$ cat src/rtl/pe_accum_unit.sv
// pe_accum_unit
//
// Two-lane partial-sum accumulator that sits behind a PE adder tree.
// Each accepted beat either restarts or extends a saturating accumulation.
// The beat marked last requantizes both lanes to int8 into a one-deep
// output register. Requantization is round-half-up, then arithmetic shift,
// then saturation to int8, then an optional ReLU.
//
// Build option:
//   PE_ACC_RELU_EN  defined   -> relu_en (sampled on the last beat) clamps
//                                negative int8 results to 0
//                   undefined -> no ReLU hardware; relu_en is ignored
//
// Ports:
//   clk, reset            single rising-edge clock, synchronous active-high reset
//   pe_ofm0, pe_ofm1      21-bit signed partial sums for lane 0 / lane 1
//   in_valid, in_ready    input beat handshake
//   in_first, in_last     beat starts / ends an accumulation
//   shift, relu_en        requantization controls, sampled on the last beat
//   out_data              {lane1 int8, lane0 int8}
//   out_valid, out_ready  output handshake
//   out_ovf               an accumulator saturated during this result
//   out_beats             beats folded into this result (saturating count)

module pe_accum_unit #(
    parameter int ACC_W = 32,
    parameter int CNT_W = 16
) (
    input  logic                    clk,
    input  logic                    reset,
    input  logic signed [20:0]      pe_ofm0,
    input  logic signed [20:0]      pe_ofm1,
    input  logic                    in_valid,
    input  logic                    in_first,
    input  logic                    in_last,
    output logic                    in_ready,
    input  logic [4:0]              shift,
    input  logic                    relu_en,
    output logic [15:0]             out_data,
    output logic                    out_valid,
    input  logic                    out_ready,
    output logic                    out_ovf,
    output logic [CNT_W-1:0]        out_beats
);

    localparam logic signed [ACC_W-1:0] ACC_MAX = {1'b0, {(ACC_W-1){1'b1}}};
    localparam logic signed [ACC_W-1:0] ACC_MIN = {1'b1, {(ACC_W-1){1'b0}}};
    localparam logic signed [ACC_W:0]   ONE_W   = {{ACC_W{1'b0}}, 1'b1};
    localparam logic signed [ACC_W:0]   Q_MAX   = {{(ACC_W-6){1'b0}}, 7'h7F};
    localparam logic signed [ACC_W:0]   Q_MIN   = {{(ACC_W-6){1'b1}}, 7'h00};

    // Signed add with one guard bit; a disagreement between the guard bit and
    // the top result bit means the true sum left the accumulator range.
    function automatic logic signed [ACC_W-1:0] sat_add(
        input  logic signed [ACC_W-1:0] a,
        input  logic signed [ACC_W-1:0] b,
        output logic                    sat
    );
        logic signed [ACC_W:0] sum;
        sum = {a[ACC_W-1], a} + {b[ACC_W-1], b};
        sat = (sum[ACC_W] != sum[ACC_W-1]);
        if (!sat)
            sat_add = sum[ACC_W-1:0];
        else if (sum[ACC_W])
            sat_add = ACC_MIN;
        else
            sat_add = ACC_MAX;
    endfunction

    // Round, shift and saturate to int8. The guard bit keeps value+bias from
    // wrapping as long as the bias is no larger than 2^(ACC_W-1). Shifts wider
    // than the accumulator always round to zero, so they are short-cut.
    function automatic logic [7:0] requant(
        input logic signed [ACC_W-1:0] v,
        input logic [4:0]              sh
    );
        logic signed [ACC_W:0] wide;
        logic signed [ACC_W:0] bias;
        logic signed [ACC_W:0] shifted;
        wide = {v[ACC_W-1], v};
        bias = '0;
        if (sh != 5'd0)
            bias = ONE_W << (sh - 5'd1);
        shifted = (wide + bias) >>> sh;
        if (int'(sh) > ACC_W)
            requant = 8'h00;
        else if (shifted > Q_MAX)
            requant = 8'h7F;
        else if (shifted < Q_MIN)
            requant = 8'h80;
        else
            requant = shifted[7:0];
    endfunction

    logic signed [ACC_W-1:0] acc0, acc1;
    logic signed [ACC_W-1:0] ext0, ext1;
    logic signed [ACC_W-1:0] acc0_next, acc1_next;
    logic                    sat0, sat1;
    logic                    ovf, ovf_next;
    logic [CNT_W-1:0]        beat_cnt, cnt_next;
    logic [7:0]              q0, q1;
    logic [7:0]              r0, r1;
    logic                    accept;

    assign in_ready = !out_valid || out_ready;
    assign accept   = in_valid && in_ready;
    assign ext0     = {{(ACC_W-21){pe_ofm0[20]}}, pe_ofm0};
    assign ext1     = {{(ACC_W-21){pe_ofm1[20]}}, pe_ofm1};

    // Post-beat accumulator values, sticky overflow and beat count as they
    // would stand after accepting the current beat; a first beat restarts all.
    always_comb begin
        sat0 = 1'b0;
        sat1 = 1'b0;
        if (in_first) begin
            acc0_next = ext0;
            acc1_next = ext1;
        end else begin
            acc0_next = sat_add(acc0, ext0, sat0);
            acc1_next = sat_add(acc1, ext1, sat1);
        end
        ovf_next = (in_first ? 1'b0 : ovf) | sat0 | sat1;
        if (in_first)
            cnt_next = CNT_W'(1);
        else if (&beat_cnt)
            cnt_next = beat_cnt;
        else
            cnt_next = beat_cnt + CNT_W'(1);
    end

    // Per-lane requantization of the post-beat accumulators.
    always_comb begin
        q0 = requant(acc0_next, shift);
        q1 = requant(acc1_next, shift);
    end

`ifdef PE_ACC_RELU_EN
    // ReLU applies to the int8 result; the sign bit marks a negative value.
    always_comb begin
        r0 = (relu_en && q0[7]) ? 8'h00 : q0;
        r1 = (relu_en && q1[7]) ? 8'h00 : q1;
    end
`else
    logic unused_relu_en;
    assign unused_relu_en = relu_en;
    assign r0 = q0;
    assign r1 = q1;
`endif

    // Accumulation state: updated only on accepted beats, and cleared after
    // a last beat so a following beat without first continues from zero.
    always_ff @(posedge clk) begin
        if (reset) begin
            acc0     <= '0;
            acc1     <= '0;
            ovf      <= 1'b0;
            beat_cnt <= '0;
        end else if (accept) begin
            if (in_last) begin
                acc0     <= '0;
                acc1     <= '0;
                ovf      <= 1'b0;
                beat_cnt <= '0;
            end else begin
                acc0     <= acc0_next;
                acc1     <= acc1_next;
                ovf      <= ovf_next;
                beat_cnt <= cnt_next;
            end
        end
    end

    // Output register: loads on an accepted last beat, holds while stalled,
    // and stays valid without a bubble when a drain and a load coincide.
    always_ff @(posedge clk) begin
        if (reset) begin
            out_valid <= 1'b0;
            out_data  <= '0;
            out_ovf   <= 1'b0;
            out_beats <= '0;
        end else if (accept && in_last) begin
            out_valid <= 1'b1;
            out_data  <= {r1, r0};
            out_ovf   <= ovf_next;
            out_beats <= cnt_next;
        end else if (out_ready) begin
            out_valid <= 1'b0;
        end
    end

endmodule
$ cat config.mk
export PLATFORM = sky130hd
export DESIGN_NAME = pe_accum_unit
export DESIGN_NICKNAME = d
export VERILOG_FILES = /design/src/rtl/pe_accum_unit.sv
export SDC_FILE = /design/constraint.sdc
export NUM_CORES = 1
export LEC_CHECK = 0
export CAP_MARGIN = 20
export CORE_MARGIN = 2
export CORE_UTILIZATION = 25
export DETAILED_ROUTE_END_ITERATION = 7
export MAX_ROUTING_LAYER = met4
export PLACE_DENSITY = 0.47
export RECOVER_POWER = 50
export SETUP_SLACK_MARGIN = 0.02
export SLEW_MARGIN = 20
export SYNTH_ARGS = -nofsm -noshare
export SYNTH_HDL_FRONTEND = slang
export SYNTH_SLANG_ARGS = --single-unit
export TNS_END_PERCENT = 30
$ cat constraint.sdc
create_clock -name clk -period 12 [get_ports clk]
set_input_delay 1.2 -clock clk [delete_from_list [all_inputs] [get_ports clk]]
set_output_delay 1.2 -clock clk [all_outputs]
set_load 0.02 [all_outputs]
Word level (Yosys, flattened, before mapping)
Cells that the tools add are included.
{"block": "word_totals", "latch_bits": 0, "ram_bits": 0, "wordCells": 54, "regBits": 115, "n_memories": 0, "mem_bits_ro": 0, "out_inout_bits": 35, "inputBits": 54}
{"block": "op_classes", "reduce_logical": 7, "magnitude_cmp": 4, "n_div": 0, "muxes": 22, "multipliers": 0, "eq_ne": 2, "n_bitwise": 2, "n_shift": 3, "n_addsub": 6}
{"operator": "32-bit two-way mux", "count": 8}
{"operator": "32-bit by 21-bit adder with 33-bit output", "count": 2}
{"operator": "32-bit by 33-bit adder with 33-bit output", "count": 2}
{"operator": "33-bit by 8-bit > comparator with 1-bit output (second input constant)", "count": 2}
{"operator": "33-bit by 8-bit less-than comparator with 1-bit output (second input constant)", "count": 2}
{"operator": "33-bit by 5-bit >>> shifter with 33-bit output", "count": 2}
{"operator": "16-bit two-way mux", "count": 3}
{"operator": "33-bit two-way mux", "count": 1}
{"operator": "1-bit by 5-bit << shifter with 33-bit output (first input constant)", "count": 1}
{"operator": "8-bit two-way mux", "count": 4}
{"operator": "16-bit by 1-bit adder with 16-bit output (second input constant)", "count": 1}
{"operator": "16-bit AND reduction", "count": 1}
{"operator": "1-bit two-way mux", "count": 6}
{"operator": "5-bit nonzero test", "count": 1}
{"operator": "5-bit by 1-bit subtractor with 5-bit output (second input constant)", "count": 1}
{"operator": "1-bit logical AND", "count": 2}
{"operator": "1-bit != test", "count": 2}
{"operator": "1-bit bitwise OR", "count": 2}
{"operator": "2-bit nonzero test", "count": 1}
{"operator": "1-bit zero test", "count": 1}
{"operator": "1-bit logical OR", "count": 1}

Depth between registers and ports, before layout
Gate-level depths: netlist of run 1.
{"block": "logic_depth", "ltp_word": 9, "ltp_mapped": 39, "mapped_depth_nobuf": 35}

Least setup slack after synthesis of run 1
OpenSTA, ideal clock, no wires.
{"block": "synth_timing", "path_type": "input-to-reg", "from": "in pe_ofm1[8]", "to": "reg out_data[10]", "arrival_ns": 8.894, "path_buffers": 3, "setup_ns": 0.133, "required_ns": 11.867, "stages": 38, "setup_slack_ns": 2.973, "cell_sequence": "ha_1 a21o_1 a21oi_1 nor2b_1 a311oi_1 a21oi_1 o41ai_1 o21ai_0 a31oi_1 o21ai_0 a21o_1 a21o_1 a21oi_1 o21ai_0 xor2_1 ha_1 clkbuf_1 clkinv_1 (+2 left out) a211o_1 and2_1 ha_1 clkbuf_1 and4_1 and3_1 a221oi_1 o211ai_1 a221oi_1 mux2_2 o31ai_1 nor2_1 a221o_1 o21ai_0 nand4_1 o32ai_1 a32o_1 o32ai_1"}
{"block": "synth_via", "elab_chain_len": 9, "word_cells_on_any_way": 11, "classes_between": "add/sub (2); order compare (2); eq/ne (1); shift (1); mux (5)"}
{"item": "start: declaration", "line": "32", "rtl": "input logic signed [20:0] pe_ofm1,"}
{"item": "32-bit by 21-bit adder with 33-bit output", "line": "60", "rtl": "sum = {a[ACC_W-1], a} + {b[ACC_W-1], b};"}
{"item": "32-bit two-way mux / 1-bit != test (equally long branches)", "line": "64, 61"}
{"item": "32-bit two-way mux", "line": "62", "rtl": "if (!sat)"}
{"item": "32-bit two-way mux *", "line": "115", "rtl": "if (in_first) begin"}
{"item": "32-bit by 33-bit adder with 33-bit output *", "line": "84", "rtl": "shifted = (wide + bias) >>> sh;"}
{"item": "33-bit by 5-bit >>> shifter with 33-bit output *", "line": "84"}
{"item": "33-bit by 8-bit less-than comparator with 1-bit output", "line": "89", "rtl": "else if (shifted < Q_MIN)"}
{"item": "8-bit two-way mux", "line": "89"}
{"item": "8-bit two-way mux *", "line": "87", "rtl": "else if (shifted > Q_MAX)"}
{"item": "end signal: assignment", "line": "183", "rtl": "out_data <= {r1, r0};"}
{"item": "end: declaration", "line": "39", "rtl": "output logic [15:0] out_data,"}
Every way passes the cells marked *; elsewhere a longest branch is shown, timed or not.
A chain may end at the register's enable or synchronous reset.

Worst setup path in the final report of run 1
{"block": "layout_timing", "from": "in pe_ofm0[0]", "to": "reg out_data[6]"}
{"block": "layout_via", "elab_chain_len": 9, "word_cells_on_any_way": 11, "classes_between": "add/sub (2); order compare (2); eq/ne (1); shift (1); mux (5)"}
{"item": "start: declaration", "line": "31", "rtl": "input logic signed [20:0] pe_ofm0,"}
{"item": "32-bit by 21-bit adder with 33-bit output", "line": "60"}
{"item": "32-bit two-way mux / 1-bit != test (equally long branches)", "line": "64, 61"}
{"item": "32-bit two-way mux", "line": "62"}
{"item": "32-bit two-way mux *", "line": "115"}
{"item": "32-bit by 33-bit adder with 33-bit output *", "line": "84"}
{"item": "33-bit by 5-bit >>> shifter with 33-bit output *", "line": "84"}
{"item": "33-bit by 8-bit less-than comparator with 1-bit output", "line": "89"}
{"item": "8-bit two-way mux", "line": "89"}
{"item": "8-bit two-way mux *", "line": "87"}
Marked as above.

==> results.env, run 1 <==
FINAL_CRITICAL_PATH_SETUP_SLACK_NS=1.253
CTS.HOLD.BUFFERS_ADDED=0
SETUP_VIOLATIONS=0
HOLD_VIOLATION_TOTAL_FROM_THE_FINAL_REPORT=0
HOLD_CLASS='reg2reg'
PLACE.DETAILED.HPWL_UM=59170
POWERDENSITY_nW_PER_UM2=111.5
GRT_SETUP_UNREPAIRED='no'
GRT_OVERFLOW_TOTAL=0
ANTENNA-DIODE-COUNT=0
SYNTH_ASYNC_SR_FLOP_SHARE_PCT=0
DRTANTENNAVIOLNETS=0
AREA.GROWTH.SYNTH_TO_FINAL_PCT=15.02
FAILING_CHECKS='capacitance limit, slew limit'
CP-END-KIND='flop'
DIE_H_UM=270.4
REG2REG_SLACK_NS=2.30
TOTALWIRELENGTH_UM=76430
POST_CTS_REPAIR_TIMING_SETUP_BUFFER_COUNT=0
SYNTH.AVG_CELL_AREA_UM2=7.126
GRT.TOTAL_USAGE_PCT=20.95
SLEW_VIOLATIONS=33
WORST_HOLD_PATH.NUM_CELLS=2
SYNTH_FF_TYPE='dfxtp_1'
DETAILEDPLACE.WORSTSLACK_NS=1.016
HOLD_WS_NS=0.4483
TIMING.CRITICAL_PATH.ARRIVAL_NS=11.11
YOSYSWARNINGS=0
CLOCK_LATENCY_NS=0.49
CLKSINKCOUNT=115
CTS-ROOT-BUF='clkbuf_16'
CRITPATHLAUNCH='pe_ofm0[0]'
DETAIL_ROUTE.DRC_VIOLATIONS=0
FIN_WORST_SKEW_NS=0.01099
GRT_ANTENNA_BEFORE_REPAIR=0
WIRE_LENGTH_ON_MET2_UM=36200
DESIGN.FINAL.NETS=2723
CTS_MAX_LEVEL=4
CRITPATHCAPTURE='out_data[6]$_SDFFE_PP0P_'
YOSYSSEQAREASHARE_PCT=12.98
DPL-INSTANCE-AREA_UM2=19850
CRITICAL_PATH.MAX_STAGE_DELAY_NS=0.66
START_KIND='input pin'
CLKTRANSATPATHREGS_NS=0.07
WORST_R2R_PATH_DEPTH=31
TRITONCTS='done'
TIMING.CRITICAL_PATH.MODE_CELL='a21oi_1'
TIMING.SLEW.HEADROOM_PCT=-38.87
DESIGN_POWER_TOTAL_mW=2.276
WORSTMARGINPINSLEW_NS=2.083
DRT_FIRST_ITER_VIOLATIONS=1570
CRITICALPATHCATEGORY='in2reg'
DESIGN.DIE.AREA_UM2=73090
LAUNCHING_POINT_OF_THE_WORST_REG2REG_PATH='acc0[0]$_SDFFE_PP0P_'
VIAS_PER_CELL=5.765
STANDARD_CELL_ROWS=97
DRT-PASS1-ITER-COUNT=5
STDCELL_AREA_UM2=20400
POST_SYNTH_NUM_CELL_TYPES=102
MAXCLOCKFREQUENCY_MHz=93.05
P_LEAK_nW=8.246
CRITPATHMAXFANOUT=14
INITIAL_UTILIZATION_PCT=25.28
NUMBER_OF_MAXIMUM_CAPACITANCE_CONSTRAINT_VIOLATIONS=1
RUN_STATUS='finished, violations left'
NUMBER_OF_FLOPS_MAPPED_TO_ENABLE_CELLS_BY_YOSYS=0
YOSYS_REGISTER_BITS=115
FINALCRITICALPERIOD_NS=10.75
CRITPATHREQUIREDTIME_NS=12.36
IRDROPWORSTVDD_mV=0.06839
ROUTE.MET3.WL_UM=3897
NETLIST_AREA_UM2=17740
PORT-BUFFER-COUNT=87
POST-ROUTE-PERIOD-UTIL_PCT=89.56
WIRE_PER_INST_UM=21.93
VIA_COUNT=20090
TIMING.RR.END='out_data[6]$_SDFFE_PP0P_'
WIRE_LENGTH_OF_THE_FIRST_GLOBAL_ROUTING_PASS_UM=116300
DR.MAX_LAYER_USED='met4'
NUM_IO_PINS=89
GRT_PASS1_VIAS=19330
DIE-WIDTH_UM=270.4
SYNTHESIS.INSTANCES=2489
FINAL.SETUP.TNS_NS=0
CTS.REPAIR.RESIZED=0
GP_CONGESTION=0.9563
GRT_MAX_DEGREE=70
CTS_MADE_BUFFERS=17
CRITPATHSLOWESTCELL='o41ai_1'
CORE_REGION_AREA_UM2=70150
M1WIRELENGTH_UM=33310
CTS.PATH.MAX_BUFFERS=2
DRIVE_ABOVE_1_SHARE_PCT=8.605
-- per-layer routing --
metal,up-vias,track usage [%]
met5,-,-
li1,9611,-
met1,9719,26.00
met2,644,34.51
met4,0,8.462
met3,116,2.427
-- cells in the final DEF (no fill, tap or decap), types with 51 or more instances in the layout --
cell,instances
nor2_1,311
nand2_1,220
a21oi_1,198
ha_1,133
o21ai_0,130
dfxtp_1,115
buf_4,90
xnor2_1,71
a21o_1,67
nor3_1,66
a211oi_1,61
inv_1,55
nand3_1,52
a22o_1,51
-- worst min-delay path by stage --
stage / slack (ns) / to / startpoint
2_1_floorplan: 0.43 / acc1[21]$_SDFFE_PP0P_ / acc1[21]$_SDFFE_PP0P_
3_3_place_gp: 0.44 / out_beats[12]$_SDFFE_PP0P_ / out_beats[12]$_SDFFE_PP0P_
3_5_place_dp: 0.45 / out_beats[14]$_SDFFE_PP0P_ / out_beats[14]$_SDFFE_PP0P_
4_1_cts: 0.46 / out_beats[1]$_SDFFE_PP0P_ / out_beats[1]$_SDFFE_PP0P_
5_1_grt: 0.47 / out_beats[9]$_SDFFE_PP0P_ / out_beats[9]$_SDFFE_PP0P_
6_report: 0.45 / out_beats[1]$_SDFFE_PP0P_ / out_beats[1]$_SDFFE_PP0P_
-- registers in the layout (all words and copies together) (netlist names) --
| register | flops |
|---|---|
| acc1 | 32 |
| acc0 | 32 |
| out_valid | 1 |
| beat_cnt | 16 |
| out_beats | 16 |
| out_ovf | 1 |
| out_data | 16 |
| ovf | 1 |
-- cell usage after synthesis (all sizes together), types with 16 or more instances --
library cell / count / share of area (%)
a22oi: 25 / 1.1
mux4: 19 / 2.4
or3: 17 / 0.60
nor2: 313 / 6.6
o31ai: 17 / 0.72
and3: 42 / 1.5
mux2: 22 / 1.4
nor3: 68 / 1.9
dfxtp: 115 / 13
nand4: 27 / 0.95
a31oi: 41 / 1.4
clkbuf: 121 / 2.6
o21a: 23 / 0.97
ha: 133 / 9.4
buf: 37 / 0.98
a22o: 51 / 2.5
o22ai: 19 / 0.67
and2: 39 / 1.4
xnor2: 72 / 3.6
nor4: 19 / 0.71
inv: 59 / 1.2
a211o: 29 / 1.4
o211ai: 37 / 1.6
nand2: 220 / 4.7
nand3: 53 / 1.6
xor2: 33 / 1.6
a21oi: 200 / 5.7
nand2b: 33 / 1.2
o21ai: 144 / 4.1
o21bai: 16 / 0.68
a21o: 67 / 2.8
a211oi: 64 / 2.8
mux2i: 39 / 2.2
nor2b: 16 / 0.56
-- area by class of cell --
cell class | count | area [µm²]
Inverter | 61 | 229.0
Tap cell | 940 | 1176
Sequential cell | 115 | 2302
Clock inverter | 15 | 145.1
Timing Repair Buffer | 181 | 1525
Fill cell | 7775 | 49750
Multi-Input combinational cell | 2156 | 14600
Clock buffer | 17 | 425.4
-- cells by family (layout without fill, tap and decap cells) --
| family | Yosys count | in the layout | share of synthesized area [%] |
|---|---|---|---|
| xor+xnor | 105 | 105 | 5.227 |
| other cells | 1 | 2 | 0.02114 |
| buf+inv | 219 | 274 | 4.832 |
| simple gates | 901 | 901 | 24.22 |
| flops | 115 | 115 | 12.98 |
| mux | 80 | 80 | 6.010 |
| compound gates | 931 | 931 | 36.87 |
| fa+ha+maj | 137 | 137 | 9.834 |
-- metrics by stage --
step                      utilization, %  std cells
after floorplan                        -       2490
after global placement             28.30       3453
after detailed placement           28.30       3453
after CTS                          29.11       3485
after global routing               29.08       3485
final                              29.08       3485
-- critical path, delay by kind of cell --
| kind | cells | cell delay [ns] |
|---|---|---|
| adder cells (fa/ha/maj) | 4 | 1.62 |
| multiplexers | 1 | 0.54 |
| AO/OA/AOI/OAI | 20 | 5.55 |
| AND/OR/NAND/NOR | 5 | 1.41 |
| buffers and inverters | 2 | 0.77 |
-- where the power goes --
part	switching, mW	internal, mW
clock network	0.242	0.289
registers	0.0137	0.406
logic	0.828	0.497
total	1.08	1.19
(Power assumes the default switching activity.)
==> run 2: changes to the inputs <==
- CAP_MARGIN: 20 -> 25
- CTS_CLUSTER_SIZE: default -> 8
==> results of run 2 <==
Final layout, timing and power as in run 1 (identical DEF).
==> run 3: changes to the inputs <==
- clock period: 12 -> 13.9 ns (I/O delays scaled with it)
==> run 3 against run 2 <==
  * The flow still finishes with violations (capacitance limit, slew limit)
  * First-iteration DRC count is 7.4% higher
  * Design area is 2.2% lower
  * Sequential power is 14% lower
  * Final cell count is 1.8% lower
  * Worst setup slack better by 1.2 ns
  * Die area stayed put
  * Combinational power is 17% lower
  * Critical path depth is 4 higher
  * Wire length is 0.87% lower
  * Critical endpoint is now out_data[9]$_SDFFE_PP0P_
  * Highest routed layer unchanged
==> results.env, run 3 (synthesis gave the netlist of run 1 again) <==
CTS-ROOT-BUF='clkbuf_16'
CRITPATHREQUIREDTIME_NS=14.28  # +1.92 ns
PORT-BUFFER-COUNT=87  # unchanged
GP_CONGESTION=0.9444  # -1.2%
TRITONCTS='done'
CTS_MADE_BUFFERS=17  # unchanged
DESIGN.DIE.AREA_UM2=73090  # unchanged
CP-END-KIND='flop'
DESIGN.FINAL.NETS=2661  # -2.3%
CLKTRANSATPATHREGS_NS=0.06  # about the same
POST-ROUTE-PERIOD-UTIL_PCT=82.71
CRITPATHBUFINV=3  # +1
GRT_PASS1_VIAS=18900  # -2.3%
NUM_IO_PINS=89  # unchanged
MAXCLOCKFREQUENCY_MHz=86.99
ANTENNA-DIODE-COUNT=0  # unchanged
HOLD_VIOLATION_TOTAL_FROM_THE_FINAL_REPORT=0  # unchanged
CLKSINKCOUNT=115  # unchanged
POWERDENSITY_nW_PER_UM2=95.96  # -14%
TOTALWIRELENGTH_UM=75760  # -0.87%
INITIAL_UTILIZATION_PCT=25.28  # unchanged
GRT_ANTENNA_BEFORE_REPAIR=0  # unchanged
DETAIL_ROUTE.DRC_VIOLATIONS=0  # unchanged
WORST_HOLD_PATH.NUM_CELLS=2  # unchanged
AREA.GROWTH.SYNTH_TO_FINAL_PCT=12.54
START_KIND='input pin'
WIRE_PER_INST_UM=22.13  # +0.93%
NUMBER_OF_MAXIMUM_CAPACITANCE_CONSTRAINT_VIOLATIONS=2  # +1
CTS.HOLD.BUFFERS_ADDED=0  # unchanged
DETAILEDPLACE.WORSTSLACK_NS=2.158  # +1.143 ns
GRT.TOTAL_USAGE_PCT=20.92  # -0.030 points
SETUP_VIOLATIONS=0  # unchanged
HOLD_CLASS='reg2reg'
FINALCRITICALPERIOD_NS=11.50
PATH_DEPTH=36  # +13%
RUN_STATUS='finished, violations left'
PLACE.DETAILED.HPWL_UM=58120  # -1.8%
PLACE_INST=3390  # -1.8%
GRT_OVERFLOW_TOTAL=0  # unchanged
DIE_H_UM=270.4  # unchanged
FIN_WORST_SKEW_NS=0.01769  # +0.006701 ns
TIMING.SLEW.HEADROOM_PCT=-72.14  # -33 points
WORSTMARGINPINSLEW_NS=2.582  # +0.4990 ns
STANDARD_CELL_ROWS=97  # unchanged
VIAS_PER_CELL=5.782  # +0.31%
CTS_MAX_LEVEL=4  # unchanged
CRITPATHMAXFANOUT=24  # +10
POST_CTS_REPAIR_TIMING_SETUP_BUFFER_COUNT=0  # unchanged
CORE_REGION_AREA_UM2=70150  # unchanged
INSTANCES_NO_FILL=3423  # -1.8%
TIMING.CRITICAL_PATH.MAX_DELAY_FAMILY='compound AO/OA/AOI/OAI gates'
FAILING_CHECKS='capacitance limit, slew limit'
GRT_SETUP_UNREPAIRED='no'
REGS_BY_FF_COUNT='acc0 (32), acc1 (32)'
GRT_MAX_DEGREE=70  # unchanged
MOSTFREQUENTLAYOUTCELLS='nor2_1, nand2_1, a21oi_1'
P_LEAK_nW=7.961  # -3.5%
SLEW_VIOLATIONS=107  # +220%
FINAL.SETUP.TNS_NS=0  # unchanged
DIE-WIDTH_UM=270.4  # unchanged
WIRE_LENGTH_OF_THE_FIRST_GLOBAL_ROUTING_PASS_UM=115500  # -0.64%
CTS.PATH.MAX_BUFFERS=2  # unchanged
DRIVE_ABOVE_1_SHARE_PCT=6.404  # -2.2 points
TIMING.CRITICAL_PATH.ARRIVAL_NS=11.88  # +0.77 ns
CTS.REPAIR.RESIZED=0  # unchanged
DRT-PASS1-ITER-COUNT=5  # unchanged
DESIGN_POWER_TOTAL_mW=1.916  # -16%
WORST_R2R_PATH_DEPTH=35  # +13%
MOST_FREQUENT_STANDARD_CELL_IN_THE_LAYOUT_EXCLUDING_FILL_AND_TAP_CELLS='nor2_1'
CLOCK_LATENCY_NS=0.49  # about the same
CRITICALPATHCATEGORY='in2reg'
HOLD_WS_NS=0.4501  # +0.001760 ns
DRT_FIRST_ITER_VIOLATIONS=1686  # +7.4%
CRITPATHSLOWESTCELL='a21oi_4'
FINAL_CRITICAL_PATH_SETUP_SLACK_NS=2.404  # +1.151 ns
VIA_COUNT=19790  # -1.5%
DRTANTENNAVIOLNETS=0  # unchanged
CRITICAL_PATH.MAX_STAGE_DELAY_NS=0.65  # about the same
IRDROPWORSTVDD_mV=0.05575  # -18%
run 3: changes by cell type in the layout (fill, tap and decap cells not counted), sizes merged:
cell	delta
inv	-2
clkinvlp	-1
clkdlybuf4s50	+2
buf	-60
dlygate4sd3	-2
clkinv	+1
run 3: area by class of cell:
cell class / instances / area (µm²)
fillers: 7805 / 50190
multi-input cells: 2156 / 14610
flip-flops and latches: 115 / 2302
well taps: 940 / 1176
repair buffers: 119 / 1075
clock buffers: 19 / 442.9
inverters: 61 / 229.0
clock inverters: 13 / 125.1
run 3: per-layer routing:
layer	track usage (%)	up-vias	part of all wire, %
met5	-	-	0
met3	2.525	105	5.0
met4	8.098	0	3.6
met1	26.06	9569	44
met2	34.41	623	47
li1	-	9496	-
run 3: path summary, 6_finish.rpt:
path	from	endpoint	slack (ns)
max	pe_ofm1[8]	out_data[9]$_SDFFE_PP0P_	2.40
min	out_beats[8]$_SDFFE_PP0P_	out_beats[8]$_SDFFE_PP0P_	0.45
max reg2reg	acc1[8]$_SDFFE_PP0P_	out_data[9]$_SDFFE_PP0P_	3.63
min reg2reg	out_beats[8]$_SDFFE_PP0P_	out_beats[8]$_SDFFE_PP0P_	0.45
run 3: stage by stage:
| step | area (µm²) | utilization (%) |
|---|---|---|
| 6_report | 19960 | 28.46 |
| 5_1_grt | 19960 | 28.46 |
| 4_1_cts | 19960 | 28.45 |
| 3_5_place_dp | 19390 | 27.64 |
| 3_3_place_gp | 19380 | 27.63 |
| 2_1_floorplan | 17740 | - |
run 3: report_power, final:
group | total (mW) | internal (mW) | switching (mW)
registers | 0.362 | 0.350 | 0.0118
logic | 1.10 | 0.394 | 0.705
clock network | 0.455 | 0.252 | 0.203
run 3: worst register-to-register path, delay by kind of cell, from the launching register on:
family	cells	cell delay, ns
DFF	1	0.31
xor gates and xnor gates	1	0.18
buffers and inverters	2	0.53
AOI/OAI and AO/OA	24	6.55
adders and majority gates	3	1.29
and+or+nand+nor	5	1.32
